**src/rtl/dmem_pkg.sv**
```systemverilog
// Shared constants for the data-memory load/store path: format codes (same
// encoding the downstream load extender decodes), byte-enable patterns and
// controller state encodings.
package dmem_pkg;

    typedef logic [2:0] fmt_t;

    localparam fmt_t FMT_B  = 3'b000;
    localparam fmt_t FMT_H  = 3'b001;
    localparam fmt_t FMT_W  = 3'b010;
    localparam fmt_t FMT_BU = 3'b011;
    localparam fmt_t FMT_HU = 3'b100;

    localparam logic [3:0] BE_BYTE = 4'b0001;
    localparam logic [3:0] BE_HALF = 4'b0011;
    localparam logic [3:0] BE_WORD = 4'b1111;

    typedef enum logic [1:0] {
        IDLE   = 2'd0,
        ACCESS = 2'd1,
        RESP   = 2'd2
    } state_e;

endpackage

```
**src/rtl/dmem_lane_align.sv**
```systemverilog
// Byte-lane steering for a 32-bit data port: byte enables and store-data
// replication from format + low address bits, right-alignment and masking of
// read data, and detection of misaligned or illegal format/direction combos.
module dmem_lane_align
    import dmem_pkg::*;
(
    input  logic [2:0]  fmt_i,
    input  logic [1:0]  addr_lo_i,
    input  logic        we_i,
    input  logic [31:0] wdata_i,
    input  logic [31:0] rdata_i,
    output logic [3:0]  be_o,
    output logic [31:0] wdata_o,
    output logic [31:0] rdata_o,
    output logic        misalign_o
);

    logic [31:0] shifted;

    // Decode lanes per format; unsupported codes are flagged and drive no lanes.
    always_comb begin
        shifted    = rdata_i >> {addr_lo_i, 3'b000};
        be_o       = 4'b0000;
        wdata_o    = 32'h0;
        rdata_o    = 32'h0;
        misalign_o = 1'b0;
        case (fmt_i)
            FMT_B, FMT_BU: begin
                be_o    = BE_BYTE << addr_lo_i;
                wdata_o = {4{wdata_i[7:0]}};
                rdata_o = {24'h0, shifted[7:0]};
            end
            FMT_H, FMT_HU: begin
                be_o       = BE_HALF << addr_lo_i;
                wdata_o    = {2{wdata_i[15:0]}};
                rdata_o    = {16'h0, shifted[15:0]};
                misalign_o = addr_lo_i[0];
            end
            FMT_W: begin
                be_o       = BE_WORD;
                wdata_o    = wdata_i;
                rdata_o    = rdata_i;
                misalign_o = (addr_lo_i != 2'b00);
            end
            default: misalign_o = 1'b1;
        endcase
        // Unsigned formats only make sense for loads.
        if (we_i && (fmt_i == FMT_BU || fmt_i == FMT_HU)) begin
            misalign_o = 1'b1;
        end
        if (misalign_o) begin
            be_o = 4'b0000;
        end
    end

endmodule

```
**src/rtl/dmem_load_store_ctrl.sv**
```systemverilog
// Data-memory access controller: takes one MEM-stage load/store per handshake,
// rejects misaligned/illegal requests without touching memory, runs a single
// word-addressed access with a bounded wait for mem_ack, and returns
// right-aligned (unextended) load data plus the format code for the extender.
module dmem_load_store_ctrl
    import dmem_pkg::*;
#(
    parameter int WIDTH_DATA_LENGTH = 32,
    parameter int LENGTH_MUX        = 3,
    parameter int ADDR_WIDTH        = 32,
    parameter int WAIT_MAX          = 15
) (
    input  logic                         clk,
    input  logic                         rst,
    input  logic                         req_valid,
    output logic                         req_ready,
    input  logic                         req_we,
    input  logic [ADDR_WIDTH-1:0]        req_addr,
    input  logic [WIDTH_DATA_LENGTH-1:0] req_wdata,
    input  logic [LENGTH_MUX-1:0]        req_fmt,
    output logic                         mem_req,
    output logic                         mem_we,
    output logic [ADDR_WIDTH-1:0]        mem_addr,
    output logic [3:0]                   mem_be,
    output logic [WIDTH_DATA_LENGTH-1:0] mem_wdata,
    input  logic                         mem_ack,
    input  logic [WIDTH_DATA_LENGTH-1:0] mem_rdata,
    output logic                         rsp_valid,
    output logic [WIDTH_DATA_LENGTH-1:0] rsp_data,
    output logic [LENGTH_MUX-1:0]        rsp_fmt,
    output logic                         rsp_misalign,
    output logic                         rsp_timeout
);

    localparam int CW = $clog2(WAIT_MAX + 1);

    state_e                         state_q;
    logic                           we_q;
    logic [1:0]                     addr_lo_q;
    logic [LENGTH_MUX-1:0]          fmt_q;
    logic [CW-1:0]                  wait_cnt_q, wait_cnt_d;

    logic                           mem_req_q, mem_we_q;
    logic [ADDR_WIDTH-1:0]          mem_addr_q;
    logic [3:0]                     mem_be_q;
    logic [WIDTH_DATA_LENGTH-1:0]   mem_wdata_q;
    logic                           rsp_valid_q, rsp_misalign_q, rsp_timeout_q;
    logic [WIDTH_DATA_LENGTH-1:0]   rsp_data_q;
    logic [LENGTH_MUX-1:0]          rsp_fmt_q;

    logic [2:0]                     sel_fmt;
    logic [1:0]                     sel_lo;
    logic                           sel_we;
    logic [3:0]                     lane_be;
    logic [31:0]                    lane_wdata, lane_rdata;
    logic                           lane_misalign;

    // One aligner serves both phases: live request fields in IDLE (lanes and
    // misalign check), latched fields in ACCESS (read-data alignment).
    always_comb begin
        sel_fmt    = (state_q == IDLE) ? req_fmt       : fmt_q;
        sel_lo     = (state_q == IDLE) ? req_addr[1:0] : addr_lo_q;
        sel_we     = (state_q == IDLE) ? req_we        : we_q;
        wait_cnt_d = wait_cnt_q + 1'b1;
    end

    dmem_lane_align u_align (
        .fmt_i      (sel_fmt),
        .addr_lo_i  (sel_lo),
        .we_i       (sel_we),
        .wdata_i    (req_wdata),
        .rdata_i    (mem_rdata),
        .be_o       (lane_be),
        .wdata_o    (lane_wdata),
        .rdata_o    (lane_rdata),
        .misalign_o (lane_misalign)
    );

    // Controller FSM with registered memory-port and response outputs.
    always_ff @(posedge clk) begin
        if (rst) begin
            state_q        <= IDLE;
            we_q           <= 1'b0;
            addr_lo_q      <= 2'b00;
            fmt_q          <= '0;
            wait_cnt_q     <= '0;
            mem_req_q      <= 1'b0;
            mem_we_q       <= 1'b0;
            mem_addr_q     <= '0;
            mem_be_q       <= 4'b0000;
            mem_wdata_q    <= '0;
            rsp_valid_q    <= 1'b0;
            rsp_data_q     <= '0;
            rsp_fmt_q      <= '0;
            rsp_misalign_q <= 1'b0;
            rsp_timeout_q  <= 1'b0;
        end else begin
            case (state_q)
                IDLE: begin
                    if (req_valid) begin
                        we_q       <= req_we;
                        addr_lo_q  <= req_addr[1:0];
                        fmt_q      <= req_fmt;
                        rsp_fmt_q  <= req_fmt;
                        wait_cnt_q <= '0;
                        if (lane_misalign) begin
                            // Rejected before memory sees it.
                            rsp_valid_q    <= 1'b1;
                            rsp_misalign_q <= 1'b1;
                            rsp_data_q     <= '0;
                            state_q        <= RESP;
                        end else begin
                            mem_req_q   <= 1'b1;
                            mem_we_q    <= req_we;
                            mem_addr_q  <= {req_addr[ADDR_WIDTH-1:2], 2'b00};
                            mem_be_q    <= lane_be;
                            mem_wdata_q <= lane_wdata;
                            state_q     <= ACCESS;
                        end
                    end
                end
                ACCESS: begin
                    if (mem_ack) begin
                        mem_req_q   <= 1'b0;
                        mem_we_q    <= 1'b0;
                        mem_be_q    <= 4'b0000;
                        rsp_valid_q <= 1'b1;
                        rsp_data_q  <= we_q ? '0 : lane_rdata;
                        state_q     <= RESP;
                    end else if (wait_cnt_d == CW'(WAIT_MAX)) begin
                        // Give up: memory never answered within the budget.
                        mem_req_q     <= 1'b0;
                        mem_we_q      <= 1'b0;
                        mem_be_q      <= 4'b0000;
                        rsp_valid_q   <= 1'b1;
                        rsp_timeout_q <= 1'b1;
                        rsp_data_q    <= '0;
                        state_q       <= RESP;
                    end else begin
                        wait_cnt_q <= wait_cnt_d;
                    end
                end
                RESP: begin
                    rsp_valid_q    <= 1'b0;
                    rsp_misalign_q <= 1'b0;
                    rsp_timeout_q  <= 1'b0;
                    rsp_data_q     <= '0;
                    state_q        <= IDLE;
                end
                default: state_q <= IDLE;
            endcase
        end
    end

    assign req_ready    = (state_q == IDLE);
    assign mem_req      = mem_req_q;
    assign mem_we       = mem_we_q;
    assign mem_addr     = mem_addr_q;
    assign mem_be       = mem_be_q;
    assign mem_wdata    = mem_wdata_q;
    assign rsp_valid    = rsp_valid_q;
    assign rsp_data     = rsp_data_q;
    assign rsp_fmt      = rsp_fmt_q;
    assign rsp_misalign = rsp_misalign_q;
    assign rsp_timeout  = rsp_timeout_q;

endmodule

```
**config.mk**
```make
export PLATFORM = sky130hd
export DESIGN_NAME = dmem_load_store_ctrl
export DESIGN_NICKNAME = d
export VERILOG_FILES = /design/src/rtl/dmem_pkg.sv /design/src/rtl/dmem_lane_align.sv /design/src/rtl/dmem_load_store_ctrl.sv
export SDC_FILE = /design/constraint.sdc
export NUM_CORES = 1
export LEC_CHECK = 0
export BUFFER_PORTS_ARGS = -buffer_cell sky130_fd_sc_hd__buf_4
export CAP_MARGIN = 20
export CORE_ASPECT_RATIO = 1.25
export CORE_MARGIN = 2
export CORE_UTILIZATION = 50
export DETAILED_ROUTE_END_ITERATION = 8
export PLACE_DENSITY = 0.77
export SLEW_MARGIN = 5
export SYNTH_ARGS = -nofsm -noshare
export SYNTH_HDL_FRONTEND = slang
export SYNTH_HIERARCHICAL = 1
export SYNTH_SLANG_ARGS = --single-unit
```
**constraint.sdc**
```tcl
create_clock -name clk -period 3.4 [get_ports clk]
set_input_delay 0.85 -clock clk [delete_from_list [all_inputs] [get_ports clk]]
set_output_delay 0.85 -clock clk [all_outputs]
set_load 0.1 [all_outputs]
```
==> qor.csv, run 1 <==
stage,metric,value,unit
status,status,finished clean,
job,drv_cap,0,
die,die_w,101,um
clock_tree,cts_hold_buf,0,
power_and_ir_drop,design_power_total,5.90,mW
synth,synthDistinctLibCells,57,
global_route,grt_pass1_vias,6069,
worst_setup_path,crit_family,simple AND/OR/NAND/NOR gates,
power_and_ir_drop,clkPwrFrac,0.297,
power_and_ir_drop,p_switching,2.60,mW
timing,skew,0.00585,ns
timing,hold_violations,0,
worst_setup_path,path_cells,nor2_4 -> mux2_1 -> o21ai_0 -> a21oi_1 -> o22a_1 -> nor4b_2 -> buf_12 -> nor3b_1 -> nand3_1 -> nand2_1,
timing,tightest_slew,0.822,ns
worst_setup_path,max_stage_delay,0.65,ns
worst_setup_path,worstSetupEndpointType,flop,
power_and_ir_drop,cellLeakagePower,3.47,nW
synth,synth_top_area_frac,0.390,
power_and_ir_drop,p_per_area,734,nW/um^2
clock_tree,clk-insertion-delay-late,0.41,ns
clock_tree,clk_pin_slew,0.05,ns
worst_setup_path,required,3.70,ns
route,dr.pass1.iters,5,
worst_setup_path,slowest_stage,dfxtp_1,
global_route,antenna_found_initial,0,
route,dr.first_iter.drc_count,427,
route,antenna_left,0,
die,core.rowCount,44,
synth,ys_ff_latch,115,
route,totalWireLength,17900,um
synth,synthTopCellsByArea,"dfxtp_1 (39%), nand2_1 (12%), a21oi_1 (8.4%), a32o_1 (5.4%), mux2i_1 (4.2%)",
power_and_ir_drop,peakVddDrop,0.452,mV
power_and_ir_drop,p_seq_frac,0.269,
synth,ys_warn_count,6,
clock_tree,cts_resized,0,
worst_setup_path,setup.worst_path.class,flop to flop,
timing,max_slew_margin,0.446,
global_route,overflow,0,
synth,synth_flop_cell,dfxtp_1,
global_route,grt_pass1_wl,28900,um
power_and_ir_drop,internal_power,3.29,mW
cells_and_area,antennaDiodeCount,0,
timing,fmax,0.345,GHz
placement,portBuffers,210,
global_route,grt_max_degree,74,
clock_tree,clock-sinks,115,
placement,gp_congestion,0.932,
synth,ys_seq_area_frac,0.390,
timing,post-route-period-util,0.851,
route,vias,6177,
worst_hold_path,min_path_type,flop to flop,
power_and_ir_drop,netSwitchingFraction,0.441,
timing,timing.final.crit_period,2.89,ns
cells_and_area,nNetsFinal,1029,
clock_tree,cts_root_buffer,clkbuf_16,
synth,netlist_area,5900,um^2
placement,dp_hpwl,12400,um
synth,synth_edf_count,0,
synth,synth.avg_cell_area,7.97,um^2
clock_tree,cts_setup_buffers,0,
timing,finalSetupViolations,0,
global_route,track_usage,0.280,
worst_setup_path,path_buf_inv,1,
die,die_area,12700,um^2
synth,yosys.area.top_type,dfxtp_1,
clock_tree,cts_tree,built,
die,core_area,11600,um^2
power_and_ir_drop,power_frac_comb,0.434,
worst_setup_path,cp-start-kind,flop,
cells_and_area,area_growth,36.1,%
timing,rsz0062_at_grt,no,
cells_and_area,fillers,963,
route,wire_per_inst,16.7,um
die,floorplan.initialDensity,0.510,
route,post_drt_via_cell_ratio,5.75,
timing,slew_viol_final,0,
synth,syn_inst,740,
worst_setup_path,cp.arrival,3.19,ns
clock_tree,numCtsBuffers,17,
worst_setup_path,cp_max_fo,73,
clock_tree,clockBufferDepth,2,
die,die_h,125,um
synth,synthArstFlopShare,0,
clock_tree,htreeDepth,4,
cells_and_area,drive_above_1_share,0.293,
die,io_pins,213,
route,drc,0,
timing,setup_tns,0,ns
## cell families (layout without fill, tap and decap cells)
logic type	after synthesis	count (layout)	synth area share
flip-flops	115	115	0.390
AO/OA/AOI/OAI	222	222	0.244
XOR/XNOR	3	3	0.00764
AND/OR/NAND/NOR	299	299	0.235
other	1	2	0.000636
buffers and inverters	67	262	0.0641
adder cells (fa/ha/maj)	2	2	0.00424
multiplexers	31	31	0.0539
## worst reg2reg max path, stage by stage, from the launching register on
cell and delay (ns):
dfxtp_1 0.65, nor2_4 0.15, mux2_1 0.50, o21ai_0 0.21
a21oi_1 0.08, o22a_1 0.24, nor4b_2 0.34, buf_12 0.34
nor3b_1 0.10, nand3_1 0.11, nand2_1 0.06
## cell type report
cell class,instances,area (um^2),area share
inverter,6,22.5,0.00281
multi-input combinational,559,3250,0.405
clock buffer,20,457,0.0569
clock inverter,12,133,0.0165
timing repair buffer,224,1690,0.211
tap,138,173,0.0215
sequential,115,2300,0.287
## per-stage QoR
stage               hold slack [ns]  utilization  area [um^2]  worst slack [ns]  cells
floorplan                     0.432            -         5910             0.108    741
global placement              0.439        0.644         7440             0.450   1042
detailed placement            0.446        0.644         7440             0.388   1042
CTS                           0.454        0.694         8030             0.521   1074
global route                  0.475        0.694         8030             0.269   1074
finish                        0.452        0.694         8030             0.506   1074
## sequential cells by signal (all words and copies together), names as in the netlist
name	cells
rsp_timeout	1
state_q	2
we_q	1
mem_req	1
addr_lo_q	2
rsp_data	32
wait_cnt_q	4
mem_addr	30
rsp_valid	1
rsp_fmt	3
rsp_misalign	1
mem_be	4
mem_wdata	32
mem_we	1
## cells in the mapped netlist (all sizes together), types with 5 or more instances
cell	number
nand2	189
dfxtp	115
a21oi	99
buf	40
o21ai	39
a32o	32
and2	25
mux2i	25
nor2	25
clkbuf	21
nor2b	12
a211o	9
a211oi	9
a22o	8
o22ai	8
nand2b	7
nand3	7
nor3b	7
or3	7
a31oi	6
inv	6
mux2	6
and3	5
## layout by cell type, fill, tap and decap left out, types with 4 or more instances in the layout
cell type / netlist / layout
buf_4: 6 / 223
nand2_1: 189 / 189
dfxtp_1: 115 / 115
a21oi_1: 99 / 99
a32o_1: 32 / 32
and2_1: 25 / 25
mux2i_1: 25 / 25
o21ai_0: 24 / 24
nor2_1: 22 / 21
clkbuf_16: 0 / 17
o21ai_1: 14 / 14
nor2b_1: 12 / 12
a211o_1: 9 / 9
o22ai_1: 8 / 8
a22o_1: 8 / 8
a211oi_1: 8 / 8
nand3_1: 7 / 7
or3_1: 7 / 7
inv_1: 6 / 6
nor3b_1: 6 / 6
a31oi_1: 6 / 6
mux2_1: 6 / 5
nand2b_1: 6 / 5
and3_1: 5 / 5
clkinv_4: 0 / 4
## metal layers
| layer | wire, um | up-vias | global-route usage |
|---|---|---|---|
| li1 | - | 2958 | - |
| met1 | 7020 | 2895 | 0.325 |
| met2 | 8830 | 278 | 0.467 |
| met3 | 1550 | 46 | 0.0906 |
| met4 | 509 | 0 | 0.119 |
| met5 | 0 | - | 0 |
## power by group through the flow
| stage | logic (mW) | registers (mW) | clock network, mW |
|---|---|---|---|
| global placement | 2.51 | 1.61 | 0 |
| CTS | 2.55 | 1.59 | 1.78 |
| finish | 2.56 | 1.59 | 1.75 |
| global route | 2.72 | 1.60 | 1.84 |
| detailed placement | 2.54 | 1.61 | 0 |
| floorplan | 1.12 | 2.49 | 0 |
## path summary, 6_finish.rpt
kind                        end  depth (start not counted)  slack (ns)          start
setup / recovery         mem_we                         10        0.51     state_q[1]
hold / removal    mem_wdata[21]                          2        0.45  mem_wdata[21]
setup reg to reg         mem_we                         10        0.51     state_q[1]
hold reg to reg   mem_wdata[21]                          2        0.45  mem_wdata[21]
Note: power is estimated with default switching activity, not from simulation.
==> run 2: changes to the inputs <==
--- a/config.mk
+++ b/config.mk
@@ -5,7 +5,7 @@
 export SDC_FILE = /design/constraint.sdc
 export NUM_CORES = 1
 export LEC_CHECK = 0
-export BUFFER_PORTS_ARGS = -buffer_cell sky130_fd_sc_hd__buf_4
+export BUFFER_PORTS_ARGS = -buffer_cell sky130_fd_sc_hd__buf_2
 export CAP_MARGIN = 20
 export CORE_ASPECT_RATIO = 1.25
 export CORE_MARGIN = 2
==> run 2 against run 1 <==
Net effect:
- design area decreased by 6.0%
- first-iteration DRC count decreased by 11%
- die area unchanged
- register-to-register slack improved by 0.12 ns
- sequential cell count unchanged
- hold slack got worse by 0.0024 ns
- via count decreased by 1.2%
- count of clock-buffer cells in the layout decreased by 2
- fmax increased by 4.2%
- sequential power about the same
- cell count increased by 0.28%
- global-route usage decreased by 1.6 points
- highest routed layer unchanged
==> qor.csv, run 2 (synthesized netlist as in run 1, its figures left out) <==
stage,metric,value,unit,change
status,status,finished clean,,
worst_setup_path,cp-start-kind,flop,,
clock_tree,clk_pin_slew,0.06,ns,about the same
route,post_drt_via_cell_ratio,5.67,,-1.5%
cells_and_area,ff_latch_area,2300,um^2,unchanged
global_route,grt_pass1_wl,27300,um,-5.6%
die,core.rowCount,44,,unchanged
power_and_ir_drop,cellLeakagePower,3.40,nW,-2.0%
timing,hold_violations,0,,unchanged
clock_tree,cts_setup_buffers,0,,unchanged
worst_hold_path,min_path_type,flop to flop,,
die,floorplan.initialDensity,0.510,,unchanged
placement,dp_hpwl,11800,um,-4.8%
timing,finalSetupViolations,0,,unchanged
route,dr.pass1.iters,5,,unchanged
die,die_area,12700,um^2,unchanged
timing,skew,0.00782,ns,+0.00197 ns
timing,rsz0062_at_grt,no,,
cells_and_area,layout_commonest_cell,buf_2,,
worst_setup_path,required,3.73,ns,+0.03 ns
global_route,antenna_found_initial,1,,+1
route,vias,6103,,-1.2%
worst_setup_path,reg2regPathDepth,9,,-1
clock_tree,clockBufferDepth,2,,unchanged
cells_and_area,mostFrequentLayoutCells,"buf_2 (210), nand2_1 (189), dfxtp_1 (115)",,
clock_tree,cts_hold_buf,0,,unchanged
global_route,track_usage,0.264,,-0.0160
worst_setup_path,r2r_start,state_q[1],,
route,dr.first_iter.drc_count,381,,-11%
die,die_w,101,um,unchanged
worst_setup_path,ff2ff_setup_slack,0.62,ns,+0.12 ns
clock_tree,htreeDepth,4,,unchanged
timing,slew_viol_final,0,,unchanged
global_route,grt_max_degree,74,,unchanged
timing,fmax,0.360,GHz,+4.2%
route,totalWireLength,17100,um,-4.5%
cells_and_area,fillers,1035,,+7.5%
timing,tightest_slew,0.763,ns,-0.0594 ns
worst_setup_path,crit_path_end,mem_wdata[25],,
clock_tree,clk-insertion-delay-late,0.41,ns,about the same
timing,post-route-period-util,0.817,,-0.0340
power_and_ir_drop,p_per_area,777,nW/um^2,+5.8%
worst_setup_path,regToRegEndpoint,mem_wdata[25],,
power_and_ir_drop,peakVddDrop,0.499,mV,+10%
worst_setup_path,setup.worst_path.class,flop to flop,,
placement,gp_congestion,0.880,,-5.5%
worst_setup_path,cp_max_fo,63,,-14%
power_and_ir_drop,p_switching,2.61,mW,+0.45%
clock_tree,cts_tree,built,,
timing,setup_tns,0,ns,unchanged
job,drv_cap,0,,unchanged
route,drc,0,,unchanged
die,core_area,11600,um^2,unchanged
cells_and_area,multiInputGateArea,3250,um^2,unchanged
worst_setup_path,cp-startpoint,state_q[1],,
clock_tree,clock-sinks,115,,unchanged
power_and_ir_drop,clkPwrFrac,0.315,,+0.018
timing,max_slew_margin,0.486,,+0.0400
power_and_ir_drop,p_seq_frac,0.267,,-0.002
global_route,overflow,0,,unchanged
clock_tree,numCtsBuffers,17,,unchanged
cells_and_area,nNetsFinal,1031,,+0.19%
power_and_ir_drop,netSwitchingFraction,0.446,,+0.00426
route,antenna_left,0,,unchanged
clock_tree,cts_resized,0,,unchanged
global_route,grt_pass1_vias,5722,,-5.7%
cells_and_area,drive_above_1_share,0.295,,+0.00257
power_and_ir_drop,design_power_total,5.87,mW,-0.51%
power_and_ir_drop,power_frac_comb,0.418,,-0.016
worst_setup_path,worstSetupEndpointType,flop,,
timing,hold_ws,0.450,ns,-0.00239 ns
placement,portBuffers,210,,unchanged
die,io_pins,213,,unchanged
power_and_ir_drop,internal_power,3.25,mW,-1.3%
die,die_h,125,um,unchanged
clock_tree,cts_root_buffer,clkbuf_16,,
cells_and_area,area_growth,28.0,%,
timing,timing.final.crit_period,2.78,ns,-0.116 ns
route,wire_per_inst,15.9,um,-4.8%
worst_setup_path,cp.arrival,3.11,ns,-0.08 ns
-- run 2: changes by cell type in the layout (fill, tap and decap cells not counted), moves of 2 or more --
| cell | delta |
|---|---|
| clkinv_2 | -2 |
| buf_4 | -208 |
| buf_2 | +210 |
| inv_6 | +3 |
-- run 2: layout make-up --
class / count / area share
Multi-Input combinational cell: 559 / 0.430
Sequential cell: 115 / 0.305
Timing Repair Buffer: 226 / 0.157
Clock buffer: 18 / 0.0582
Clock inverter: 14 / 0.0235
Tap cell: 138 / 0.0229
Inverter: 6 / 0.00298
Antenna cell: 1 / 0.000332
-- run 2: worst min-delay path by stage --
stage                       start       endpoint  slack [ns]  cells after the start
floorplan            addr_lo_q[0]   addr_lo_q[0]        0.43                      2
global placement    mem_wdata[22]  mem_wdata[22]        0.44                      2
detailed placement   mem_addr[30]   mem_addr[30]        0.44                      2
CTS                  mem_addr[30]   mem_addr[30]        0.45                      2
global route         mem_addr[16]   mem_addr[16]        0.47                      2
finish              mem_wdata[22]  mem_wdata[22]        0.45                      2
-- run 2: per-layer routing --
metal / part of all wire / vias to the layer above / track usage
met1: 0.41 / 2852 / 0.319
met4: 0.025 / 0 / 0.101
met5: 0 / - / 0
met3: 0.082 / 32 / 0.0855
li1: - / 2977 / -
met2: 0.48 / 242 / 0.433
-- run 2: power groups by stage --
stage	combinational [mW]	clock (mW)	sequential [mW]
after floorplan	1.12	0	2.49
after global placement	2.43	0	1.59
after detailed placement	2.45	0	1.60
after CTS	2.45	1.88	1.57
after global routing	2.61	1.96	1.59
final	2.45	1.85	1.57
-- run 2: per-stage QoR --
step / utilization / cell area, um^2 / setup slack (ns) / std cells
6_report: 0.653 / 7550 / 0.621 / 1077
5_1_grt: 0.653 / 7550 / 0.393 / 1077
4_1_cts: 0.653 / 7550 / 0.625 / 1076
3_5_place_dp: 0.599 / 6930 / 0.538 / 1044
3_3_place_gp: 0.599 / 6930 / 0.575 / 1044
2_1_floorplan: - / 5910 / 0.108 / 741
-- run 2: critical path, cell delays in order (launching register included) --
cell,delay (ns)
dfxtp_1,0.47
nor2_4,0.32
mux2_2,0.42
nor2b_1,0.16
a21oi_1,0.14
o22a_1,0.22
nand2b_2,0.13
buf_4,0.53
nand2_1,0.12
a21oi_1,0.18
==> run 3: changes to the inputs <==
--- a/config.mk
+++ b/config.mk
@@ -9,9 +9,9 @@
 export CAP_MARGIN = 20
 export CORE_ASPECT_RATIO = 1.25
 export CORE_MARGIN = 2
-export CORE_UTILIZATION = 50
+export CORE_UTILIZATION = 45
 export DETAILED_ROUTE_END_ITERATION = 8
-export PLACE_DENSITY = 0.77
+export PLACE_DENSITY = 0.73
 export SLEW_MARGIN = 5
 export SYNTH_ARGS = -nofsm -noshare
 export SYNTH_HDL_FRONTEND = slang
==> constraint.sdc (replaced) <==
create_clock -name clk -period 2.26 [get_ports clk]
set_input_delay 0.565 -clock clk [delete_from_list [all_inputs] [get_ports clk]]
set_output_delay 0.565 -clock clk [all_outputs]
set_load 0.1 [all_outputs]
==> run 3 against run 2 <==
Net effect:
- the flow now finishes with violations (negative setup slack)
- first-iteration DRC count up 12%
- utilization grew 0.98 points
- cell count grew 7.2%
- sequential share of layout area fell by 3.2 points
- critical endpoint is now rsp_data[14]
==> qor.csv, run 3 (synthesized netlist as in run 1, its figures left out) <==
stage,metric,value,unit,change
global_route,antenna_found_initial,1,,unchanged
global_route,grt_pass1_vias,5868,,+2.6%
global_route,grt_pass1_wl,28800,um,+5.4%
die,core.rowCount,46,,+4.5%
timing,fmax,0.411,GHz,+14%
clock_tree,clk_pin_slew,0.06,ns,about the same
timing,max_slew_margin,0.560,,+0.0734
placement,dp_hpwl,12400,um,+5.3%
timing,rsz0062_at_grt,yes,,
route,wire_per_inst,16.8,um,+5.7%
die,die_area,14000,um^2,+11%
placement,portBuffers,210,,unchanged
worst_hold_path,min_path_type,primary input to flop,,
die,die_h,132,um,+5.2%
route,antenna_left,0,,unchanged
power_and_ir_drop,peakVddDrop,0.624,mV,+25%
power_and_ir_drop,cellLeakagePower,3.79,nW,+11%
worst_setup_path,slowest_stage,mux2_2,,
power_and_ir_drop,power_frac_comb,0.472,,+0.054
worst_setup_path,path_buf_inv,4,,+3
cells_and_area,final_util,0.663,,+0.00978
clock_tree,clock-sinks,115,,unchanged
cells_and_area,ff_latch_area,2300,um^2,+0.11%
global_route,overflow,0,,unchanged
cells_and_area,fillers,1079,,+4.3%
worst_setup_path,cp_max_fo,8,,-87%
placement,dp_worst_setup_slack,-0.227,ns,-0.765 ns
power_and_ir_drop,design_power_total,9.71,mW,+66%
status,status,"finished, violations left",,
die,io_pins,213,,unchanged
placement,gp_congestion,0.852,,-3.2%
cells_and_area,design_area,8430,um^2,+12%
cells_and_area,layout.cells.non_filler,1155,,+7.2%
power_and_ir_drop,p_seq_frac,0.242,,-0.025
timing,finalSetupViolations,100,,+100
timing,hold_ws,0.387,ns,-0.0628 ns
die,die_w,106,um,+5.2%
worst_setup_path,crit_family,buffers and inverters,,
route,vias,6378,,+4.5%
placement,place_area,7380,um^2,+6.4%
worst_setup_path,worstSetupEndpointType,flop,,
power_and_ir_drop,p_switching,4.21,mW,+61%
power_and_ir_drop,netSwitchingFraction,0.433,,-0.0125
cells_and_area,nNetsFinal,1079,,+4.7%
cells_and_area,drive_above_1_share,0.372,,+0.0769
timing,worst_slack,-0.170,ns,-0.792 ns
timing,skew,0.00703,ns,-0.000781 ns
worst_setup_path,setup.worst_path.class,flop to flop,,
cells_and_area,mostFrequentLayoutCells,"buf_2 (209), nand2_1 (185), dfxtp_1 (113)",,
die,core_area,12700,um^2,+10%
worst_setup_path,max_stage_delay,0.35,ns,-0.18 ns
job,drv_cap,0,,unchanged
clock_tree,htreeDepth,4,,unchanged
route,totalWireLength,19400,um,+13%
worst_setup_path,cp-start-kind,flop,,
placement,dp_cells,1107,,+6.0%
clock_tree,cts_root_buffer,clkbuf_16,,
cells_and_area,area_growth,42.9,%,
clock_tree,cts_tree,built,,
worst_setup_path,cp.arrival,2.78,ns,-0.33 ns
worst_setup_path,required,2.61,ns,-1.12 ns
worst_setup_path,path_cells,nor2_4 -> buf_6 -> buf_4 -> mux2_2 -> o22a_2 -> buf_4 -> a21oi_4 -> nor2_2 -> nor2_4 -> clkbuf_16 -> a32o_1,,
power_and_ir_drop,internal_power,5.51,mW,+69%
timing,tightest_slew,0.661,ns,-0.102 ns
status,violations,negative setup slack,,
power_and_ir_drop,p_per_area,1150,nW/um^2,+48%
die,floorplan.initialDensity,0.464,,-0.0465
timing,hold_violations,0,,unchanged
timing,timing.final.crit_period,2.43,ns,-0.348 ns
power_and_ir_drop,clkPwrFrac,0.286,,-0.029
cells_and_area,multiInputGateArea,3440,um^2,+6.0%
timing,setup_tns,-9.70,ns,-9.70 ns
clock_tree,clockBufferDepth,2,,unchanged
clock_tree,clk-insertion-delay-late,0.41,ns,about the same
global_route,track_usage,0.254,,-0.0104
route,dr.pass1.iters,5,,unchanged
route,drc,0,,unchanged
global_route,grt_max_degree,64,,-14%
route,dr.first_iter.drc_count,426,,+12%
clock_tree,numCtsBuffers,17,,unchanged
cells_and_area,layout_commonest_cell,buf_2,,
route,post_drt_via_cell_ratio,5.52,,-2.6%
timing,post-route-period-util,1.08,,+0.258
timing,slew_viol_final,0,,unchanged
run 3: cell types whose count changed in the layout (fill, tap and decap cells not counted), moves of 5 or more:
cell / previous run / this run
a21oi_2: 0 / 21
buf_4: 15 / 36
a21oi_1: 99 / 77
mux2_4: 0 / 5
buf_6: 0 / 9
buf_12: 1 / 12
clkbuf_16: 17 / 22
mux2_1: 5 / 0
run 3: power by group through the flow:
stage               Sequential [mW]  Combinational (mW)  Clock [mW]
global route                   2.37                4.84        2.92
CTS                            2.35                4.22        2.82
finish                         2.35                4.59        2.78
global placement               2.38                4.06           0
floorplan                      3.75                1.81           0
detailed placement             2.39                4.08           0
run 3: final cells by class:
class                   count  area share
diodes                      1    0.000297
clock buffers              20      0.0542
clock inverters            12      0.0184
inverters                   6     0.00267
multi-input cells         559       0.409
flip-flops and latches    115       0.273
well taps                 168      0.0249
repair buffers            274       0.217
run 3: timing repair:
action / 4_1_cts / 5_1_grt
endpoints found under the setup margin: 100 / 104
cloned: 2 / 9
hold buffers: 0 / 0
pin swaps: 4 / 9
resized for setup: 12 / 44
buffers inserted: 3 / 1
run 3: path summary, 6_finish.rpt:
path | start | depth (start not counted) | end | slack, ns
setup / recovery | state_q[0] | 11 | rsp_data[14] | -0.17
hold / removal | req_addr[6] | 3 | mem_addr[6] | 0.39
setup reg to reg | state_q[0] | 11 | rsp_data[14] | -0.17
hold reg to reg | mem_addr[11] | 2 | mem_addr[11] | 0.45
run 3: routing by layer:
metal  global-route usage  up-vias  part of all wire
met5                    0        -                 0
met4                0.100        0             0.024
met3               0.0707       39             0.078
met2                0.426      310              0.50
met1                0.306     2958              0.40
li1                     -     3071                 -
run 3: worst reg2reg max path, stage by stage (launching register included):
cell	delay (ns)
dfxtp_2	0.33
nor2_4	0.25
buf_6	0.14
buf_4	0.10
mux2_2	0.35
o22a_2	0.25
buf_4	0.15
a21oi_4	0.11
nor2_2	0.06
nor2_4	0.24
clkbuf_16	0.22
a32o_1	0.16
